## src/rtl/spi_ram_pkg.sv

```systemverilog
`default_nettype none
// ============================================================================
// Module : spi_ram_pkg
// Brief  : Command codes and TX-hold FSM encoding for the SPI RAM controller.
// Rev    : 1.0  initial release
// ============================================================================
package spi_ram_pkg;

  typedef enum logic [1:0] {
    CMD_WR_ADDR = 2'b00,
    CMD_WR_DATA = 2'b01,
    CMD_RD_ADDR = 2'b10,
    CMD_RD_DATA = 2'b11
  } cmd_e;

  typedef enum logic [0:0] {
    TX_IDLE = 1'b0,
    TX_HOLD = 1'b1
  } tx_state_e;

endpackage
`default_nettype wire

```

## src/rtl/spi_ram_ctrl_if.sv

```systemverilog
`default_nettype none
// ============================================================================
// Module : spi_ram_ctrl_if
// Brief  : Frame-in / byte-out link between the SPI slave and the RAM controller.
// Rev    : 1.0  initial release
// ============================================================================
interface spi_ram_ctrl_if;
  logic [9:0] rx_data;
  logic       rx_valid;
  logic [7:0] tx_data;
  logic       tx_valid;
  logic       err;

  modport master (output rx_data, rx_valid, input tx_data, tx_valid, err);
  modport slave  (input rx_data, rx_valid, output tx_data, tx_valid, err);
endinterface
`default_nettype wire

```

## src/rtl/sp_ram_array.sv

```systemverilog
`default_nettype none
// ============================================================================
// Module : sp_ram_array
// Brief  : Synchronous single-port byte RAM, read-old-data on write, no reset.
// Rev    : 1.0  initial release
// ============================================================================
module sp_ram_array #(
  parameter int MEM_DEPTH = 256,
  parameter int ADDR_SIZE = 8
) (
  input  wire logic                 clk,
  input  wire logic                 we,
  input  wire logic [ADDR_SIZE-1:0] addr,
  input  wire logic [7:0]           din,
  output logic      [7:0]           dout
);

  logic [7:0] mem_q [MEM_DEPTH];

  always_ff @(posedge clk) begin
    if (we) begin
      mem_q[addr] <= din;
    end
    dout <= mem_q[addr];
  end

endmodule
`default_nettype wire

```

## src/rtl/spi_ram_ctrl.sv

```systemverilog
`default_nettype none
// ============================================================================
// Module : spi_ram_ctrl
// Brief  : Decodes SPI frames into address/write/read commands on a byte RAM.
// Rev    : 1.0  initial release
// ============================================================================
module spi_ram_ctrl
  import spi_ram_pkg::*;
#(
  parameter int MEM_DEPTH = 256,
  parameter int ADDR_SIZE = 8,
  parameter int AUTO_INC  = 1
) (
  input wire logic     clk,
  input wire logic     rst,
  spi_ram_ctrl_if.slave bus
);

  cmd_e                 cmd_w;
  logic [7:0]           payload_w;
  logic [ADDR_SIZE-1:0] frame_addr_w;

  logic [ADDR_SIZE-1:0] wr_ptr_q, wr_ptr_d;
  logic [ADDR_SIZE-1:0] rd_ptr_q, rd_ptr_d;
  logic [ADDR_SIZE-1:0] hold_addr_q, hold_addr_d;
  logic                 rd_ok_q, rd_ok_d;
  logic                 from_ram_q, from_ram_d;
  logic                 err_q, err_d;
  tx_state_e            state_q, state_d;

  logic                 ram_we_w;
  logic [ADDR_SIZE-1:0] ram_addr_w;
  logic [7:0]           ram_dout_w;

  assign cmd_w        = cmd_e'(bus.rx_data[9:8]);
  assign payload_w    = bus.rx_data[7:0];
  assign frame_addr_w = payload_w[ADDR_SIZE-1:0];

  function automatic logic in_range(input logic [ADDR_SIZE-1:0] p);
    return 32'(p) < MEM_DEPTH;
  endfunction

  function automatic logic [ADDR_SIZE-1:0] ptr_inc(input logic [ADDR_SIZE-1:0] p);
    return (32'(p) == MEM_DEPTH - 1) ? '0 : p + ADDR_SIZE'(1);
  endfunction

  always_ff @(posedge clk or posedge rst) begin
    if (rst) begin
      state_q     <= TX_IDLE;
      wr_ptr_q    <= '0;
      rd_ptr_q    <= '0;
      hold_addr_q <= '0;
      rd_ok_q     <= 1'b0;
      from_ram_q  <= 1'b0;
      err_q       <= 1'b0;
    end else begin
      state_q     <= state_d;
      wr_ptr_q    <= wr_ptr_d;
      rd_ptr_q    <= rd_ptr_d;
      hold_addr_q <= hold_addr_d;
      rd_ok_q     <= rd_ok_d;
      from_ram_q  <= from_ram_d;
      err_q       <= err_d;
    end
  end

  // Between frames the RAM keeps re-reading the last read address so the
  // registered dout (and therefore tx_data) stays stable while held.
  always_comb begin
    state_d     = state_q;
    wr_ptr_d    = wr_ptr_q;
    rd_ptr_d    = rd_ptr_q;
    hold_addr_d = hold_addr_q;
    rd_ok_d     = rd_ok_q;
    from_ram_d  = from_ram_q;
    err_d       = 1'b0;
    ram_we_w    = 1'b0;
    ram_addr_w  = hold_addr_q;

    if (bus.rx_valid) begin
      state_d    = TX_IDLE;
      from_ram_d = 1'b0;
      case (cmd_w)
        CMD_WR_ADDR: wr_ptr_d = frame_addr_w;
        CMD_WR_DATA: begin
          ram_addr_w = wr_ptr_q;
          ram_we_w   = in_range(wr_ptr_q);
          if (AUTO_INC != 0) wr_ptr_d = ptr_inc(wr_ptr_q);
        end
        CMD_RD_ADDR: begin
          rd_ptr_d = frame_addr_w;
          rd_ok_d  = 1'b1;
        end
        default: begin
          state_d     = TX_HOLD;
          ram_addr_w  = rd_ptr_q;
          hold_addr_d = rd_ptr_q;
          if (rd_ok_q && in_range(rd_ptr_q)) begin
            from_ram_d = 1'b1;
          end else begin
            err_d = 1'b1;
          end
          if (rd_ok_q && (AUTO_INC != 0)) rd_ptr_d = ptr_inc(rd_ptr_q);
        end
      endcase
    end
  end

  sp_ram_array #(
    .MEM_DEPTH (MEM_DEPTH),
    .ADDR_SIZE (ADDR_SIZE)
  ) u_ram (
    .clk  (clk),
    .we   (ram_we_w),
    .addr (ram_addr_w),
    .din  (payload_w),
    .dout (ram_dout_w)
  );

  assign bus.tx_data  = from_ram_q ? ram_dout_w : 8'h00;
  assign bus.tx_valid = (state_q == TX_HOLD);
  assign bus.err      = err_q;

endmodule
`default_nettype wire

```

## src/flat_wrapper.sv

```systemverilog
// flat-port wrapper written by rule: the top's interface ports become plain ports
module spi_ram_ctrl_flat import spi_ram_pkg::*;
#(
  parameter int MEM_DEPTH = 256,
  parameter int ADDR_SIZE = 8,
  parameter int AUTO_INC  = 1
)
  (clk, rst, bus_rx_data, bus_rx_valid, bus_tx_data, bus_tx_valid, bus_err);
  spi_ram_ctrl_if bus_i ();
  input wire logic clk;
  input wire logic rst;
  input wire logic [$bits(bus_i.rx_data)-1:0] bus_rx_data;
  input wire logic [$bits(bus_i.rx_valid)-1:0] bus_rx_valid;
  output wire logic [$bits(bus_i.tx_data)-1:0] bus_tx_data;
  output wire logic [$bits(bus_i.tx_valid)-1:0] bus_tx_valid;
  output wire logic [$bits(bus_i.err)-1:0] bus_err;
  assign bus_i.rx_data = bus_rx_data;
  assign bus_i.rx_valid = bus_rx_valid;
  assign bus_tx_data = bus_i.tx_data;
  assign bus_tx_valid = bus_i.tx_valid;
  assign bus_err = bus_i.err;
  spi_ram_ctrl #(.MEM_DEPTH(MEM_DEPTH), .ADDR_SIZE(ADDR_SIZE), .AUTO_INC(AUTO_INC)) u_core (.clk(clk), .rst(rst), .bus(bus_i));
endmodule
```

## config.mk

```make
export PLATFORM = sky130hd
export DESIGN_NAME = spi_ram_ctrl_flat
export DESIGN_NICKNAME = d
export VERILOG_FILES = /design/src/rtl/spi_ram_pkg.sv /design/src/rtl/spi_ram_ctrl_if.sv /design/src/rtl/sp_ram_array.sv /design/src/rtl/spi_ram_ctrl.sv /design/src/flat_wrapper.sv
export SDC_FILE = /design/constraint.sdc
export NUM_CORES = 2
export LEC_CHECK = 0
export ABC_AREA = 1
export CAP_MARGIN = 10
export CORE_ASPECT_RATIO = 1.2
export CORE_MARGIN = 3
export CORE_UTILIZATION = 40
export DETAILED_ROUTE_END_ITERATION = 10
export SYNTH_ARGS = -nofsm -noshare
export SYNTH_HDL_FRONTEND = slang
export SYNTH_SLANG_ARGS = --single-unit
```

## constraint.sdc

```tcl
create_clock -name clk -period 7.5 [get_ports clk]
set_input_delay 1.875 -clock clk [delete_from_list [all_inputs] [get_ports clk]]
set_output_delay 1.875 -clock clk [all_outputs]
set_load 0.02 [all_outputs]
```

==> impl_results.md <==
- Critical path arrival: 6370 ps
- Dpl cell area: 0.0923 mm^2
- Hold Path Stages: 1
- R2r endpoint: u_core.u_ram.dout[2]$_DFF_P_
- Final wirelength: 249000 um
- Ports: 23
- Hold WC Path Type: reg2reg
- Worst hold start: u_core.rd_ok_q$_DFFE_PP0P_
- Syn_area_per_cell: 10.1 um^2
- Syn_nets: 8805
- Pin count of the biggest net entering global routing: 205
- Max Cap Violations: 0
- DRT iter0 DRCs: 5576
- Clk_skew: 29.8 ps
- Worst-Margin Slew: 1130 ps
- Pleak: 39.9 nW
- Clock slew seen by the registers of the worst setup and hold paths: 60 ps
- Status: complete, no violations
- Synthesized flop and latch total: 2084
- Total CTS buffers: 198
- Dpl hpwl: 143000 um
- DR pass1 iterations: 6
- Most common library cell in the layout ignoring fill and taps: nand2_1
- R2r setup slk: 3700 ps
- Die width: 437 um
- Share of power burned in registers: 45.4%
- Final setup viols: 0
- Die area: 0.228 mm^2
- Worst slew margin: 24.7%
- Pwr per Cell Area: 287 mW/mm^2
- Total net switching power: 8.39 mW
- Switching share of power: 29.5%
- CTS tree: built
- Initial core utilization: 40.3%
- Skew-Pair Late Insertion Delay: 870 ps
- Critical Path RT: 8310 ps
- Final setup TNS: 0 ps
- Peak Freq: 180 MHz
- First-pass GRT wire length: 373000 um
- Crit path kind: in2reg
- Clk pwr share: 36.2%
- Synth Warn #: 0
- Initial antenna violation count: 8
- Remaining Overflow, GRT: 0
- Die height: 523 um
- Post-CTS Setup Repair Bufs: 0
- Vias: 60600
- Root buffer cell: clkbuf_16
- Post-CTS sizing: 0
- Final nets: 8673
- Slew Viols, Final: 0
- Setup crit start kind: input pin
- Htree depth: 4
- Cell area after synthesis: 0.0890 mm^2
- Area contributors post-synth: edfxtp_1, nand2_1, nand3_1, nor2_1, buf_2
- Internal: 20.0 mW
- Crit end category: register
- Global Route Usage Sum: 21.5%
- Syn-to-layout area delta: 11.1%
- Hold buffers post-CTS: 0
- Vias per cell: 5.14
- Share of the synthesized area in the top cell type: 69.1%
- Sink Count: 2084
- Core region area: 0.221 mm^2
- DRT antenna net count: 0
- GP Congestion: 0.907
- Maximum vdd ir drop: 0.249 mV
- I/O Buffers: 22
- Cell count of the worst reg-to-reg path: 20
- Post-Layout Inst Area: 0.0990 mm^2
- Vias in the first global route: 59400
- # DRC: 0
- Place WS: 1050 ps
- Worst flop-to-flop path startpoint: u_core.rd_ptr_q[0]$_DFFE_PP0P_
- Final period utilization: 74.1%
- Synth unique cells: 35
- Avg WL per Cell: 21.1 um
- FP Rows: 189
- Fin. Hold Viols: 0
- Max FO, Critical Path: 51
- Syn Inst Count: 8790
- Unrepaired setup endpoints after global routing: no
- Combinational Power Share: 18.5%
- Seq/Total Area, Yosys: 70.0%
- Worst Slack Setup Final: 1940 ps
- WHS Endpoint: u_core.bus.err$_DFF_PP0_
- Min cycle time layout: 5560 ps
- Commonest cells after routing, fill and taps aside: nand2_1, edfxtp_1, nand3_1, nor2_1, clkbuf_16
- Fraction of layout cells with a size suffix above 1: 5.52%
- Max clock buf depth: 3
- Area leader, netlist: edfxtp_1
power by group through the flow:
stage	clock network (mW)	registers (mW)	logic [mW]
final	10.3	12.9	5.24
after floorplan	0	13.1	3.39
after global routing	10.9	12.9	5.81
after CTS	10.4	12.9	5.24
after detailed placement	0	13.1	5.22
after global placement	0	13.1	5.22
metal layers:
metal / global-route usage [%] / wire [um] / share of wire, % / vias up
met4: 10.7 / 12300 / 4.9 / 2
li1: - / - / - / 28600
met2: 36.3 / 121000 / 49 / 2043
met5: 0 / 13 / 0.0052 / -
met1: 27.3 / 101000 / 40 / 29400
met3: 2.92 / 14800 / 5.9 / 502
cells in the mapped netlist:
master	instances
o21a_1	5
xnor2_1	1
nor3_1	3
buf_1	60
nand2_1	4996
clkinv_1	1
a21oi_1	31
nand3b_1	1
nand4_1	1
nor2_4	3
nor2_1	390
clkbuf_2	3
nand3_1	525
edfxtp_1	2048
o21ai_0	19
dfrtp_1	28
xor2_1	2
inv_2	14
o211ai_1	1
nand2_2	2
a22oi_1	7
o21bai_1	1
ha_1	2
a211oi_1	2
nand2_4	2
o21ai_1	122
inv_1	64
nor2_2	3
nor4_1	2
o22ai_1	3
clkbuf_1	121
a31oi_1	1
dfxtp_1	8
buf_4	29
buf_2	289
how the worst max path moves through the flow:
| stage | start | end | slack, ps | depth (start not counted) |
|---|---|---|---|---|
| finish | bus_rx_data[8] | u_core.u_ram.dout[2]$_DFF_P_ | 1940 | 18 |
| CTS | bus_rx_data[8] | u_core.u_ram.mem_q[225][7]$_DFFE_PP_ | 1960 | 11 |
| detailed placement | bus_rx_data[8] | u_core.u_ram.mem_q[225][1]$_DFFE_PP_ | 1050 | 11 |
| floorplan | bus_rx_data[8] | u_core.u_ram.mem_q[125][0]$_DFFE_PP_ | 3190 | 15 |
| global route | bus_rx_data[8] | u_core.u_ram.mem_q[171][5]$_DFFE_PP_ | 1750 | 11 |
| global placement | bus_rx_data[8] | u_core.u_ram.mem_q[225][0]$_DFFE_PP_ | 1100 | 11 |
flip-flops by register name, summed over array words and instances (netlist names):
name / flops
u_core.rd_ptr_q: 8
u_core.u_ram.mem_q: 2048
u_core.bus.err: 1
u_core.wr_ptr_q: 8
u_core.u_ram.dout: 8
u_core.from_ram_q: 1
u_core.bus.tx_valid: 1
u_core.rd_ok_q: 1
u_core.hold_addr_q: 8
logic make-up after synthesis:
kind of cell | Yosys count | share of synthesized area [%]
DFF | 2084 | 70.0
buffers and inverters | 581 | 2.98
AOI/OAI and AO/OA | 192 | 1.13
adders and majority gates | 2 | 0.0281
and+or+nand+nor | 5928 | 25.8
xor gates and xnor gates | 3 | 0.0295
critical path, stage by stage:
cell	delay, ps
clkdlybuf4s50_1	630
nand2_4	220
inv_2	70
nand2_2	240
nor2_1	120
nor3_2	590
buf_4	400
buf_4	610
nand2_1	190
nand2_1	100
nand2_1	60
nand2_1	210
o21ai_1	160
nand2_1	100
nor2_1	50
nor2_1	510
nor2_1	90
nand2_1	80
per-stage QoR:
stage	utilization, %	std cells	power, mW	hold slack, ps
detailed placement	41.7	11400	18.4	448
floorplan	-	8790	16.5	411
CTS	44.8	11800	28.6	461
global placement	41.7	11400	18.4	457
global route	44.8	11800	29.6	485
finish	44.8	11800	28.4	466
final cells by class:
class | count | area, um^2
diodes | 4 | 10.0
clock buffers | 245 | 5300
clock inverters | 127 | 1380
fillers | 20500 | 122000
inverters | 79 | 304
multi-input cells | 6125 | 24100
flip-flops and latches | 2084 | 62400
well taps | 2960 | 3700
repair buffers | 170 | 1780
No activity file was read; power rests on OpenSTA's default activity.
==> RTL edit, RTL diff (same settings) <==
`MEM_DEPTH` is set to 256 in 3 places; all go to 128.
--- a/src/rtl/sp_ram_array.sv
+++ b/src/rtl/sp_ram_array.sv
@@ -7,3 +7,3 @@
 module sp_ram_array #(
-  parameter int MEM_DEPTH = 256,
+  parameter int MEM_DEPTH = 128,
   parameter int ADDR_SIZE = 8
--- a/src/rtl/spi_ram_ctrl.sv
+++ b/src/rtl/spi_ram_ctrl.sv
@@ -9,3 +9,3 @@
 #(
-  parameter int MEM_DEPTH = 256,
+  parameter int MEM_DEPTH = 128,
   parameter int ADDR_SIZE = 8,
--- a/src/flat_wrapper.sv
+++ b/src/flat_wrapper.sv
@@ -3,3 +3,3 @@
 #(
-  parameter int MEM_DEPTH = 256,
+  parameter int MEM_DEPTH = 128,
   parameter int ADDR_SIZE = 8,
Check against the original RTL: not settled (the Yosys comparison gave no result); the edit may change what the design does.
==> RTL edit against the original RTL <==
Final cell count fell by 49%; design area fell by 48%; wire length is 52% lower; area after synthesis down 48%; clock power shrank 50%; synthesized cell count shrank 50%; worst setup slack better by 150 ps; power decreased by 50%; highest routed layer is now met4; via count fell by 51%; sequential cell count is 1025 lower; count of clock-buffer cells in the layout shrank 121; combinational power fell by 54%.
==> RTL edit: results (changes against the original RTL) <==
- Worst Hold Launch: u_core.hold_addr_q[6]
- Max Clock Skew: 27.3 ps (-2.44 ps)
- Post-route insts no fill: 5,985 (-49%)
- Synth cell count leaders: 1,106 x nand2_1, 1,024 x edfxtp_1, 758 x inv_1
- Post-synth EDFFs: 1,024 (-50%)
- Starting DRT DRC Count: 2,698 (-52%)
- Reg2reg setup slack: 3800 ps (+100 ps)
- Final HPWL DP: 69,400 um (-52%)
- Clk Latency, worst-skew pair: 700 ps (-170 ps)
- Pin count of the biggest net entering global routing: 220 (+7.3%)
- Worst hold slack: 493 ps (+27.4 ps)
- Placed insts: 5,797 (-49%)
- Hold path cells: 2 (+1)
- Vias in the first global route: 28,900 (-51%)
- Synth cell types: 39 (+11%)
- CP arrival: 5730 ps (-640 ps)
- Worst-Margin Slew: 1100 ps (-26.4 ps)
- Filler cells: 10,500 (-49%)
- Register-to-Register Path Depth: 8 (-60%)
- Post-synthesis average cell area: 10.5 sq um (+3.8%)
- RD Place Congestion: 0.839 (-7.5%)
- Dominant cells by area after synthesis: edfxtp_1 66%, nand2_1 8.9%, inv_1 6.1%, nand3_1 5.5%, nand3b_1 3.1%
- Nets: 4,400 (-49%)
- Crit-path max FO: 54 (+5.9%)
- Peak VDD IR: 208 uV (-16%)
- Initial antenna violation count: 1 (-7)
- Post-synthesis sequential area ratio: 0.680 (-0.0203)
- # H-tree levels: 3 (-1)
- Ys async rst share: 0.0255 (+0.0121)
- N_diodes: 0 (-4)
- Layout cell share with drive strength beyond 1: 0.0595 (+0.00439)
- All-Layer GR Usage: 0.199 (-0.0163)
- Hold endpoint: u_core.hold_addr_q[6]
- Reg2Reg Capture Point: u_core.u_ram.mem_q[126][5]
- Outcome: completed
- Leak: 0.0208 uW (-48%)
- Vias: 29,900 (-51%)
- Dpl ws: 1400 ps (+349 ps)
==> RTL edit: cell count changes after synthesis, moves of 46 or more <==
cell      before   now
nand3b_1       1   191
inv_1         64   758
nor2_1       390   243
edfxtp_1    2048  1024
nand2_1     4996  1106
or2_1          0    89
clkbuf_1     121    75
buf_2        289   116
buf_1         60    13
==> RTL edit: area by class of cell <==
type                       instances  share of cell area
multi-input combinational       2379               0.215
tap                             1518              0.0369
sequential                      1059               0.614
timing repair buffer              76              0.0142
clock buffer                     124              0.0524
inverter                         766              0.0560
clock inverter                    63              0.0123
==> RTL edit: how the worst max path moves through the flow <==
| stage | start | to | slack (ps) | depth (start not counted) |
|---|---|---|---|---|
| 3_5_place_dp | bus_rx_data[8] | u_core.u_ram.mem_q[126][2] | 1400 | 10 |
| 4_1_cts | bus_rx_data[8] | u_core.u_ram.mem_q[126][4] | 2160 | 10 |
| 3_3_place_gp | bus_rx_data[8] | u_core.u_ram.dout[3] | 1570 | 14 |
| 5_1_grt | bus_rx_data[8] | u_core.u_ram.mem_q[126][4] | 1780 | 10 |
| 6_report | bus_rx_data[8] | u_core.u_ram.mem_q[126][5] | 2100 | 10 |
| 2_1_floorplan | bus_rx_data[8] | u_core.u_ram.mem_q[104][0] | 3380 | 12 |
==> RTL edit: layer usage <==
metal  vias to the layer above  share of wire  global-route usage
met5                         -              0                   0
met4                         0          0.037              0.0744
met3                       223          0.055              0.0259
met2                       869           0.49               0.336
met1                     14500           0.42               0.261
li1                      14300              -                   -
==> RTL edit: cells by family (layout without fill, tap and decap cells) <==
kind of cell / after synthesis / after routing / synth area share
and+or+nand+nor: 2192 / 2192 / 0.214
DFF: 1059 / 1059 / 0.680
buffers and inverters: 981 / 1029 / 0.0835
AOI/OAI and AO/OA: 183 / 183 / 0.0214
adders and majority gates: 2 / 2 / 0.000539
xor gates and xnor gates: 2 / 2 / 0.000377
==> RTL edit: power breakdown <==
| part | total [uW] | switching [uW] | internal (uW) |
|---|---|---|---|
| clock network | 5150 | 2240 | 2910 |
| logic | 2420 | 1820 | 604 |
| registers | 6600 | 59.3 | 6540 |
| total | 14200 | 4120 | 10100 |
==> RTL edit: critical path, stage by stage <==
cell and delay (ps):
clkdlybuf4s50_1 750, inv_4 120, nor2_4 190, nand3_4 360
nand2_8 480, inv_6 260, nor2_1 280, nand2_1 370
buf_4 400, nor2_1 610
==> RTL edit: metrics by stage <==
step                utilization  total power [uW]  cell area, sq um
floorplan                     -              8180             46400
global placement          0.419              9140             48100
detailed placement        0.419              9150             48100
CTS                       0.448             14300             51400
global route              0.448             14700             51500
finish                    0.448             14200             51500
